`src/rtl/next_block_queue.sv`:
```
// Consumer side of the next-block generator: requests pieces one at a time, captures them
// after the generator latency, buffers DEPTH of them and exposes head plus preview.
module next_block_queue #(
  parameter  int DEPTH     = 2,
  parameter  int GEN_LAT   = 3,
  parameter  int NO_REPEAT = 1,
  parameter  int X_W       = 4,
  parameter  int Y_W       = 5,
  parameter  int ROT_W     = 2,
  parameter  int DATA_W    = 16,
  parameter  int COLOR_W   = 3,
  localparam int BLOCK_W   = X_W + Y_W + ROT_W + DATA_W + COLOR_W,
  localparam int CNT_W     = $clog2(DEPTH + 1)
) (
  input  logic               clk_i,
  input  logic               rst_ni,
  output logic               gen_en_o,
  input  logic [BLOCK_W-1:0] gen_block_i,
  input  logic               take_i,
  output logic [BLOCK_W-1:0] block_o,
  output logic               block_valid_o,
  output logic [BLOCK_W-1:0] preview_o,
  output logic               preview_valid_o,
  output logic [CNT_W-1:0]   count_o
);

  typedef struct packed {
    logic [X_W-1:0]     x;
    logic [Y_W-1:0]     y;
    logic [ROT_W-1:0]   rotation;
    logic [DATA_W-1:0]  data;
    logic [COLOR_W-1:0] color;
  } block_info_t;

  typedef enum logic [1:0] {IDLE, REQ, WAIT} state_t;

  state_t                          state_q, state_d;
  logic [GEN_LAT:0]                vld_pipe;
  logic [DEPTH-1:0][BLOCK_W-1:0]   fifo_q, fifo_d;
  logic [CNT_W-1:0]                count_q, count_d, wr_idx;
  logic [COLOR_W-1:0]              last_color;
  logic                            retry, bv_q, pv_q;
  block_info_t                     cap;
  logic                            capture, discard, accept, pop;

  // vld_pipe[0] is the request pulse; it reaches the top exactly on the sample cycle.
  assign vld_pipe[0] = (state_q == REQ);
  assign gen_en_o    = vld_pipe[0];

  assign cap     = block_info_t'(gen_block_i);
  assign capture = vld_pipe[GEN_LAT];
  assign discard = (NO_REPEAT != 0) && capture && (cap.color == last_color) && !retry;
  assign accept  = capture && !discard;
  assign pop     = take_i && (count_q != '0);
  assign count_d = count_q + CNT_W'(accept) - CNT_W'(pop);
  assign wr_idx  = count_q - CNT_W'(pop);

  always_comb begin
    state_d = state_q;
    unique case (state_q)
      IDLE: if (count_q < CNT_W'(DEPTH)) state_d = REQ;
      REQ:  state_d = WAIT;
      WAIT: if (capture) begin
        if (discard || count_d < CNT_W'(DEPTH)) state_d = REQ;
        else                                     state_d = IDLE;
      end
      default: state_d = IDLE;
    endcase
  end

  // Pop shifts toward the head first, so a push into the freed slot lands behind survivors.
  always_comb begin
    fifo_d = fifo_q;
    if (pop) begin
      for (int i = 0; i < DEPTH - 1; i++) fifo_d[i] = fifo_q[i+1];
      fifo_d[DEPTH-1] = '0;
    end
    for (int i = 0; i < DEPTH; i++)
      if (accept && wr_idx == CNT_W'(i)) fifo_d[i] = gen_block_i;
  end

  always_ff @(posedge clk_i or negedge rst_ni) begin
    if (!rst_ni) begin
      state_q          <= IDLE;
      vld_pipe[GEN_LAT:1] <= '0;
      fifo_q           <= '0;
      count_q          <= '0;
      last_color       <= '0;
      retry            <= 1'b0;
      bv_q             <= 1'b0;
      pv_q             <= 1'b0;
    end else begin
      state_q          <= state_d;
      vld_pipe[GEN_LAT:1] <= vld_pipe[GEN_LAT-1:0];
      fifo_q           <= fifo_d;
      count_q          <= count_d;
      bv_q             <= (count_d != '0);
      pv_q             <= (count_d >= CNT_W'(2));
      if (accept) begin
        last_color <= cap.color;
        retry      <= 1'b0;
      end else if (discard) begin
        retry      <= 1'b1;
      end
    end
  end

  assign block_o         = fifo_q[0];
  assign preview_o       = fifo_q[1];
  assign block_valid_o   = bv_q;
  assign preview_valid_o = pv_q;
  assign count_o         = count_q;

endmodule
```
`config.mk`:
```
export PLATFORM = sky130hd
export DESIGN_NAME = next_block_queue
export DESIGN_NICKNAME = d
export VERILOG_FILES = /design/src/rtl/next_block_queue.sv
export SDC_FILE = /design/constraint.sdc
export NUM_CORES = 1
export LEC_CHECK = 0
export CORE_ASPECT_RATIO = 0.7
export CORE_MARGIN = 5
export CORE_UTILIZATION = 35
export CTS_CLUSTER_DIAMETER = 100
export DETAILED_ROUTE_END_ITERATION = 10
export SLEW_MARGIN = 20
export SYNTH_ARGS = -nofsm -noshare
export SYNTH_HDL_FRONTEND = slang
export SYNTH_SLANG_ARGS = --single-unit
```
`constraint.sdc`:
```
create_clock -name clk_i -period 5.95 [get_ports clk_i]
set_input_delay 0.8925 -clock clk_i [delete_from_list [all_inputs] [get_ports clk_i]]
set_output_delay 0.8925 -clock clk_i [all_outputs]
set_load 0.01 [all_outputs]
```
==> run summary <==
Min Tclk post-route: 3.25 ns
Slew headroom: 0.241
Synth Area in Compound Gates: 0.0108
Post-synth top cells: mux2i_1 (90), dfrtp_1 (73), inv_1 (35)
Postcts setup bufs: 0
Max Fclk: 308 MHz
Worst-path fanout max: 16
Setup TNS: 0 ns
Syn-to-layout area delta: 40.0%
Register-to-Register Path Depth: 7
Vias in the first global route: 2,477
WHS Endpoint: capture$_DFF_PN0_
Power Total: 2140 uW
Largest family of logic cells by synthesized area: multiplexers
# DRC: 0
Final Instance Area: 4690 um2
R2R Setup Slk: 3.11 ns
Combinational share of power: 0.372
Cell taking the most area after synthesis: dfrtp_1
Setup crit start kind: input pin
Port bufs: 97
Cell with the most instances after synthesis: mux2i_1
# H-tree levels: 3
Clock power share: 0.264
Worst Path Required: 6.19 ns
Clock root buffer: clkbuf_16
Cts bufs inserted: 9
XOR/XNOR Fraction of Synth Area: 0.0183
MaxCap Viol Count: 0
Util after Layout: 0.509
Gp weighted congestion: 0.757
Bufs on Longest Clock Path: 2
Drt first pass iters: 4
Num Clock Sinks: 73
Adder-cell area share of the yosys netlist: 0.0112
Yosys top cell area share: 0.545
Std-Cell Rows: 29
Critical path type: input pin to register
Nets: 403
I/O Pins: 98
Die height: 91.9 um
Antenna violations before repair: 0
Post-CTS resize count: 0
Gr usage total: 0.141
Synth Flop Type: dfrtp_1
Ys async rst share: 1.00
Worst Skew: 0.00651 ns
Unrepaired setup endpoints after global routing: no
Sw Ratio: 0.320
Cell area after synthesis: 3350 um2
Avg WL per Cell: 15.9 um
Fin crit share: 0.546
Arrival @ worst endpoint: 3.49 ns
Largest net degree at the start of global routing: 74
Via count: 2,283
Clock-pin transition on the worst setup and hold timing paths: 0.06 ns
Detail Placement HPWL: 5370 um
Worst Hold Class: register to register
Sequential cell area fraction in the yosys report: 0.545
Clk Latency, worst-skew pair: 0.32 ns
CTS Hold Buffers Added: 0
Mux share of post-synthesis cell area: 0.279
Yosys warnings: 0
Synth area leaders: dfrtp_1 (55%), mux2i_1 (27%), inv_1 (3.9%)
Final Max Slew Viols: 0
First-pass GRT wire length: 13,100 um
Crit path capture type: register
R2R Path Start: count_o[1]$_DFF_PN0_
WHS: 0.348 ns
Reg2reg end: block_o[4]$_DFFE_PN0P_
Placeable Area: 9220 um2
Antenna-violating nets left: 0
Int Pwr: 1450 uW
Die area: 11,700 um2
Distinct cell type count after synthesis: 23
Syn avg cell area: 12.4 um2
PD cells: 455 nW/um2
Post-synth EDFFs: 0
Global route total overflow: 0
Yosys reg bits: 73
Routed vias/inst: 4.61
Static leakage: 0.00237 uW
Sequential share of power: 0.364
# setup viols final: 0
Net Switching: 684 uW
Layout cells sized above 1: 0.0701
Cells after synthesis: 271
Initial Util: 0.364
Worst slew pin tran: 1.14 ns
Status: finished, final reports clean
Mapped Nets: 307
Max IR drop VDD: 0.158 mV
Hold Fails Final Rpt: 0
Hold Path Cell Cnt: 0
Number of diodes: 0
HP Start: vld_pipe[2]$_DFF_PN0_
Routed WL: 7850 um
Post-synthesis simple-gate area fraction: 0.0639
CTS tree: done
DIE WIDTH: 127 um
Starting DRT DRC Count: 122
DP Area: 4380 um2
## cell type report
| cell class | instances | area (um2) |
|---|---|---|
| clock buffers | 10 | 229 |
| clock inverters | 5 | 81.3 |
| fillers | 862 | 4530 |
| inverters | 35 | 131 |
| multi-input cells | 149 | 1280 |
| flip-flops and latches | 73 | 1830 |
| well taps | 124 | 155 |
| repair buffers | 99 | 983 |
## registers in the layout, summed over array words and instances (netlist names)
| register | flops |
|---|---|
| last_color | 3 |
| preview_o | 30 |
| retry | 1 |
| preview_valid_o | 1 |
| count_o | 2 |
| state_q | 2 |
| block_o | 30 |
| block_valid_o | 1 |
| vld_pipe | 2 |
| capture | 1 |
## cells by family (layout without fill, tap and decap cells)
group,count (synthesis),after routing
AOI/OAI and AO/OA,4,4
adders and majority gates,3,3
muxes,93,93
buffers and inverters,49,149
and+or+nand+nor,42,42
xor gates and xnor gates,7,7
DFF,73,73
## power by group through the flow
stage | logic [uW] | clock network, uW | registers, uW
2_1_floorplan | 429 | 0 | 802
3_3_place_gp | 795 | 0 | 782
3_5_place_dp | 809 | 0 | 783
4_1_cts | 811 | 578 | 777
5_1_grt | 868 | 606 | 801
6_report | 796 | 564 | 777
## worst max-delay path: stages
cell	delay (ns)
clkdlybuf4s50_1	0.44
o21ai_4	0.07
inv_1	0.07
ha_1	0.19
xor2_1	0.17
nor3b_4	0.96
buf_4	0.44
mux2i_1	0.24
## layout by cell type, fill, tap and decap left out
master,instances
nor3b_4,1
clkdlybuf4s50_1,96
inv_1,35
or2_2,1
dfrtp_1,73
nor3_1,1
nand3_2,1
clkinvlp_4,1
o21ai_0,2
mux2_2,3
mux2i_1,90
xnor2_1,6
nand4_4,1
xor2_1,1
clkbuf_16,9
clkinv_2,1
bufinv_16,2
nand3b_1,1
nor2_1,2
clkbuf_1,1
o21ai_4,1
clkinv_4,1
nand2_1,33
buf_4,3
ha_1,3
a41o_1,1
nor2b_4,1
## per-stage QoR
| stage | worst slack, ns | cells |
|---|---|---|
| floorplan | 3.32 | 271 |
| global placement | 2.41 | 480 |
| detailed placement | 2.37 | 480 |
| CTS | 2.68 | 495 |
| global route | 2.58 | 495 |
| finish | 2.70 | 495 |
## metal layers
metal  track usage  share of wire  routed length [um]
met1         0.205           0.52                4100
met2         0.195           0.40                3110
met3        0.0552          0.073                 571
met4        0.0375         0.0075                  59
met5             0              0                   0
## worst max-delay path by stage
stage	from	endpoint	cells after the start
final	take_i	block_o[4]$_DFFE_PN0P_	8
after global routing	take_i	block_o[17]$_DFFE_PN0P_	8
after CTS	take_i	block_o[4]$_DFFE_PN0P_	8
after detailed placement	take_i	block_o[4]$_DFFE_PN0P_	8
after global placement	take_i	block_o[19]$_DFFE_PN0P_	8
after floorplan	take_i	state_q[0]$_DFFE_PN0P_	10
Note: power is estimated with default switching activity, not from simulation.
